[src/rtl/sound_sched.sv]
// Note scheduler: plays background music and overrides it with short, fixed
// sound effects (win/lose/tie), followed by a one-tick silent gap.
module sound_sched #(
  parameter int NOTE_W     = 5,
  parameter int STEP_TICKS = 2
) (
  input  logic              clk,
  input  logic              rst,
  input  logic              tick,
  input  logic              bgm_en,
  input  logic [NOTE_W-1:0] bgm_note,
  input  logic [2:0]        sfx_req,
  output logic [NOTE_W-1:0] note,
  output logic              bgm_adv,
  output logic              sfx_busy,
  output logic [1:0]        state_o
);

  typedef enum logic [1:0] {
    IDLE = 2'd0,
    BGM  = 2'd1,
    SFX  = 2'd2,
    GAP  = 2'd3
  } state_t;

  localparam logic [1:0] FX_WIN  = 2'd0;
  localparam logic [1:0] FX_LOSE = 2'd1;
  localparam logic [1:0] FX_TIE  = 2'd2;

  localparam int HOLD_W = (STEP_TICKS > 1) ? $clog2(STEP_TICKS) : 1;
  localparam logic [HOLD_W-1:0] HOLD_LAST = HOLD_W'(STEP_TICKS - 1);

  state_t            state, state_n;
  logic [NOTE_W-1:0] note_n;
  logic              adv_n, busy_n;
  logic [2:0]        pend, pend_n, eff, sel_mask;
  logic [1:0]        fx, fx_n, sel_fx, step, step_n;
  logic [HOLD_W-1:0] hold, hold_n;

  function automatic logic [NOTE_W-1:0] fx_note(input logic [1:0] f, input logic [1:0] s);
    logic [4:0] n;
    n = 5'd0;
    case (f)
      FX_WIN:  case (s) 2'd0: n = 5'd8;  2'd1: n = 5'd10; 2'd2: n = 5'd12; default: n = 5'd15; endcase
      FX_LOSE: case (s) 2'd0: n = 5'd12; 2'd1: n = 5'd10; 2'd2: n = 5'd8;  default: n = 5'd1;  endcase
      FX_TIE:  case (s) 2'd0: n = 5'd8;  2'd1: n = 5'd0;  2'd2: n = 5'd8;  default: n = 5'd0;  endcase
      default: n = 5'd0;
    endcase
    return NOTE_W'(n);
  endfunction

  // A request landing on the tick cycle itself is served on that tick.
  assign eff = pend | sfx_req;

  always_comb begin
    sel_fx   = FX_WIN;
    sel_mask = 3'b000;
    if (eff[2]) begin
      sel_fx   = FX_WIN;
      sel_mask = 3'b100;
    end else if (eff[1]) begin
      sel_fx   = FX_LOSE;
      sel_mask = 3'b010;
    end else if (eff[0]) begin
      sel_fx   = FX_TIE;
      sel_mask = 3'b001;
    end
  end

  always_comb begin
    state_n = state;
    note_n  = note;
    adv_n   = 1'b0;
    fx_n    = fx;
    step_n  = step;
    hold_n  = hold;
    pend_n  = eff;
    if (tick) begin
      case (state)
        SFX: begin
          // Effects are never preempted; new requests just accumulate in pend.
          if (hold == HOLD_LAST) begin
            hold_n = '0;
            if (step == 2'd3) begin
              state_n = GAP;
              note_n  = '0;
            end else begin
              step_n = step + 2'd1;
              note_n = fx_note(fx, step + 2'd1);
            end
          end else begin
            hold_n = hold + HOLD_W'(1);
          end
        end
        default: begin
          if (eff != 3'b000) begin
            state_n = SFX;
            fx_n    = sel_fx;
            step_n  = 2'd0;
            hold_n  = '0;
            note_n  = fx_note(sel_fx, 2'd0);
            pend_n  = eff & ~sel_mask;
          end else if (bgm_en) begin
            state_n = BGM;
            // Only a tick spent in BGM consumes a score note; entering BGM is silent.
            if (state == BGM) begin
              note_n = bgm_note;
              adv_n  = 1'b1;
            end else begin
              note_n = '0;
            end
          end else begin
            state_n = IDLE;
            note_n  = '0;
          end
        end
      endcase
    end
  end

  assign busy_n = (state_n == SFX) || (state_n == GAP);

  always_ff @(posedge clk or negedge rst) begin
    if (!rst) begin
      state    <= IDLE;
      note     <= '0;
      bgm_adv  <= 1'b0;
      sfx_busy <= 1'b0;
      pend     <= 3'b000;
      fx       <= FX_WIN;
      step     <= 2'd0;
      hold     <= '0;
    end else begin
      state    <= state_n;
      note     <= note_n;
      bgm_adv  <= adv_n;
      sfx_busy <= busy_n;
      pend     <= pend_n;
      fx       <= fx_n;
      step     <= step_n;
      hold     <= hold_n;
    end
  end

  assign state_o = state;

endmodule

[config.mk]
export PLATFORM = sky130hd
export DESIGN_NAME = sound_sched
export DESIGN_NICKNAME = d
export VERILOG_FILES = /design/src/rtl/sound_sched.sv
export SDC_FILE = /design/constraint.sdc
export NUM_CORES = 1
export LEC_CHECK = 0
export ABC_AREA = 1
export CORE_ASPECT_RATIO = 0.8
export CORE_MARGIN = 2
export CORE_UTILIZATION = 55
export CTS_BUF_LIST = sky130_fd_sc_hd__clkbuf_8
export DETAILED_ROUTE_END_ITERATION = 8
export PLACE_DENSITY = 0.86
export SETUP_SLACK_MARGIN = 0.3
export SLEW_MARGIN = 20
export SYNTH_ARGS = -nofsm -noshare
export SYNTH_HDL_FRONTEND = slang
export SYNTH_SLANG_ARGS = --single-unit
[constraint.sdc]
create_clock -name clk -period 2.5 [get_ports clk]
set_clock_uncertainty 0.1 [all_clocks]
set_input_delay 0.5 -clock clk [delete_from_list [all_inputs] [get_ports clk]]
set_output_delay 0.5 -clock clk [all_outputs]
set_load 0.05 [all_outputs]
# After elaboration in Yosys (flattened, before gate mapping)

Cells that the tools add are included.
Widths: inputs -> output; s select.

Word-level logic and storage cells: 77
Register bits after elaboration: 17

Add/sub/neg operators: 2
Reduce and logical (&&, ||, !) cells: 12
Equal/unequal tests: 13
Mux-type cells: 38
Bitwise gates (word level): 4

Operator list:

| cell                | number |
|---|---|
| $mux 5              | 6 |
| $mux 2              | 13 |
| $pmux 5 s3          | 1 |
| $eq 2x2->1 const B  | 7 |
| $mux 3              | 4 |
| $pmux 4 s3          | 1 |
| $mux 1              | 10 |
| $pmux 3 s3          | 1 |
| $eq 2x1->1 const B  | 4 |
| $pmux 4 s2          | 1 |
| $logic_not 2->1     | 3 |
| $mux 4              | 1 |
| $ne 2x2->1 const B  | 2 |
| $reduce_and 2->1    | 2 |
| $reduce_and 4->1    | 1 |
| $reduce_or 2->1     | 2 |
| $and 3x3->3         | 1 |
| $not 3->3           | 1 |
| $or 3x3->3          | 1 |
| $reduce_and 3->1    | 1 |
| $reduce_bool 3->1   | 1 |
| $add 2x1->2 const B | 1 |
| $reduce_bool 2->1   | 1 |
| $add 1x1->1 const B | 1 |
| 2 further kinds     | 2 |

# Logic depth before layout (Yosys ltp)

Word-level depth: 9
Depth in mapped cells: 8
Gate-level depth less buffers: 8

# Worst setup path after synthesis

OpenSTA, ideal clock, no wires.

Path kind: register to register
From: register state[1], in the netlist state_o[1]
To: register note[0]
Path slack: 1,003 ps
Arrival: 1,276 ps
Period minus slack after synthesis: 1,497 ps
Stages on the path, launching flop included: 8
Data required time: 2,279 ps
Cell sequence: dfrtp_1 inv_2 nor2_4 nand2_2 nand2_4 inv_2 nor2_1 a21oi_1

Cells in the longest elaborated chain, start to end: 5

Ends and longest elaborated chain:

| what                   | line | source |
|---|---|---|
| from (decl)            | 33   | `state_t state, state_n;` |
| from (signal assigned) | 134  | `state <= state_n;` |
| $eq 2x1->1             | 106  | `if (state == BGM) begin` |
| $mux 5                 | 106  |  |
| $mux 5                 | 103  | `end else if (bgm_en) begin` |
| $mux 5                 | 96   | `if (eff != 3'b000) begin` |
| $mux 5                 | 79   | `case (state)` |
| to (signal assigned)   | 135  | `note <= note_n;` |
| to (decl)              | 13   | `output logic [NOTE_W-1:0] note,` |

Several ways; a longest one is shown, not always the timed one.
A chain may end at the register's enable or synchronous reset.

# Worst setup path in the final report

From: register state[1], in the netlist state_o[1]
To: output state_o[1]

RTL lines:

| what      | line | source |
|---|---|---|
| to (decl) | 16   | `output logic [1:0] state_o` |

No word-level cell between the ends.

==> flow_metrics.py <==
metrics = {
    "run_status": {
        "status": "finished clean",
    },
    "die": {
        "core-area_mm2": 0.00163,
        "placementRows": 13,
        "die_w_um": 50.4,
        "die_h_um": 41.1,
        "start_util_pct": 58.2,
        "io_pins": 21,
        "fp.dieArea_mm2": 0.00207,
    },
    "placement": {
        "io_buffers": 20,
        "placed_area_mm2": 0.00117,
        "dp_hpwl_mm": 1.55,
        "gp_congestion": 0.854,
    },
    "clock_tree": {
        "cts_root_buffer": "clkbuf_8",
        "ctsHoldBuffers": 0,
        "insertion_delay_ns": 0.25,
        "clk_pin_slew_worst_paths_ns": 0.06,
        "cts_tree": "built",
        "cts_sinks": 17,
        "post_cts_buffers": 0,
        "htree_levels": 1,
        "cts_made_buffers": 3,
        "cts_buffer_depth": 2,
    },
    "drt": {
        "met3_length_um": 145,
        "wire_per_inst_um": 12.4,
        "drtAntennaViolNets": 0,
        "route.detailed.drc": 0,
        "num_vias": 861,
        "wl_met1_um": 888,
        "drt_iter0_markers": 37,
        "finalWirelength_mm": 2.03,
        "post_drt_via_cell_ratio": 5.25,
        "wl_met2_um": 966,
        "first_pass_iters": 4,
        "dr.max_layer_used": "met4",
    },
    "global_route": {
        "grt_max_degree": 18,
        "grt_pass1_wl_mm": 3.31,
        "overflow": 0,
        "grt_antenna_before_repair": 0,
        "track_usage_pct": 22.5,
        "grt_pass1_vias": 792,
    },
    "synth": {
        "synthArstFlopShare_pct": 100,
        "synth_seq_cells": 17,
        "ys_types": 20,
        "synth-seq-area-share_pct": 45.0,
        "ys.flop_type": "dfrtp_1",
        "syn_inst": 119,
        "synth_warnings": 0,
        "syn-num-nets": 136,
        "synth.avg_cell_area_um2": 7.95,
        "netlist_area_um2": 946,
        "synth.most_common_cell": "nand2_1",
        "synth_top_cell_area_share_pct": 45.0,
        "yosysTopAreaCell": "dfrtp_1",
        "synthTopCellsByArea": "dfrtp_1 (45%), nand2_1 (13%), ha_1 (6.6%)",
        "synth-edff-count": 0,
        "synth_commonest_cells": "nand2_1 (32), dfrtp_1 (17), inv_1 (14), nor2_1 (12), nand3_1 (8)",
    },
    "timing": {
        "min_period_over_period_pct": 83.0,
        "fin_crit_ns": 2.08,
        "finalMaxSlewViolations": 0,
        "setup_viol_count_final": 0,
        "rsz0062_at_grt": "no",
        "fmax_mhz": 482,
        "finalHoldViolCount": 0,
        "setup_tns_ns": 0,
        "worstMarginPinSlew_ns": 0.759,
        "slew_headroom_pct": 49.2,
    },
    "critical_path": {
        "arrival_ns": 1.48,
        "cp.required_ns": 1.90,
        "cpMaxStageDelayCell": "clkdlybuf4s50_1",
        "crit_path_end_kind": "output pin",
        "slowest_delay_ns": 0.83,
        "path_class": "reg2out",
        "cp-start-kind": "flip-flop",
        "worst-path-buf-inv": 1,
        "crit_path_cell_trace": "clkdlybuf4s50_1",
        "cp_top_family": "buffers and inverters",
        "crit_fanout": 3,
    },
    "run": {
        "maxCapViolations": 0,
    },
    "power_and_ir_drop": {
        "leakage_nw": 0.573,
        "irDropWorstVdd_v": 0.000494,
        "power_density_mw_per_mm2": 675,
    },
    "layout": {
        "syn_to_final_growth_pct": 28.6,
        "drive_above_1_share_pct": 12.0,
        "fin_area_mm2": 0.00122,
        "fin_nets": 160,
        "diodes": 0,
    },
    "hold_path": {
        "min_path_type": "reg2reg",
    },
}
==> layout make-up <==
class | instances | area, um2
well taps | 22 | 27.5
clock buffers | 3 | 41.3
repair buffers | 20 | 203
clock inverters | 1 | 3.75
flip-flops and latches | 17 | 425
fillers | 120 | 410
multi-input cells | 85 | 455
inverters | 16 | 60.1
==> metal layers <==
layer | vias to the layer above | track usage (%)
met4 | 0 | 10.8
met5 | - | 0
li1 | 422 | -
met3 | 5 | 2.55
met2 | 38 | 41.4
met1 | 396 | 27.6
==> per-stage QoR <==
stage | std cells | setup slack [ns] | total power, mW | hold WS, ns | util [%]
6_report | 164 | 0.424 | 0.820 | 0.392 | 74.8
3_5_place_dp | 160 | 0.585 | 0.628 | 0.370 | 71.8
4_1_cts | 164 | 0.340 | 0.824 | 0.386 | 74.6
2_1_floorplan | 119 | 1.00 | 0.532 | 0.104 | -
5_1_grt | 164 | 0.381 | 0.872 | 0.414 | 74.8
3_3_place_gp | 160 | 0.606 | 0.619 | 0.374 | 71.8
==> placed cells by master (no fill, tap or decap) <==
master | netlist | routed
dfrtp_1 | 17 | 17
nor2_4 | 2 | 2
inv_1 | 14 | 15
o21ai_1 | 1 | 1
o21bai_1 | 1 | 1
o31ai_2 | 1 | 1
nand4_1 | 1 | 1
nor2_1 | 12 | 12
nand3_1 | 8 | 8
nand3_2 | 1 | 1
nand2_4 | 1 | 1
nor3_2 | 1 | 1
nor2_2 | 3 | 3
a21oi_1 | 6 | 6
ha_1 | 5 | 5
o21ai_0 | 7 | 7
inv_2 | 2 | 2
nand2_2 | 3 | 3
clkbuf_8 | 0 | 3
nand2_1 | 32 | 32
dlymetal6s2s_1 | 0 | 1
clkdlybuf4s50_1 | 0 | 19
==> report_power, final <==
group          internal [mW]  switching (mW)  total (mW)
Combinational          0.102           0.179       0.281
Sequential             0.312          0.0340       0.346
Clock                  0.109          0.0849       0.194
Total                  0.522           0.298       0.820
==> path summary, 6_finish.rpt <==
| kind | startpoint | endpoint | slack, ns | depth (start not counted) |
|---|---|---|---|---|
| max | state_o[1] | state_o[1] | 0.42 | 1 |
| min | note[1] | note[1] | 0.39 | 2 |
| max reg2reg | step[0] | note[0] | 1.00 | 6 |
| min reg2reg | note[1] | note[1] | 0.39 | 2 |
| max in group asynchronous | rst | state_o[1] | 1.23 | 1 |
| min in group asynchronous | rst | note[2] | 0.60 | 1 |
==> flip-flops by register name (all words and copies together) (netlist names) <==
signal	flops
sfx_busy	1
hold	1
note	5
step	2
fx	2
bgm_adv	1
state_o	2
pend	3
==> cell families after synthesis <==
family	Yosys count	synth area share, %
simple gates	64	32.0
buf+inv	17	6.88
flops	17	45.0
compound gates	16	9.52
fa+ha+maj	5	6.61
==> repair_timing <==
action,in CTS,in global routing
endpoints found under the hold margin,0,0
resized for setup,0,1
setup endpoints to repair,0,1
Power figures use the tool's default switching activity.
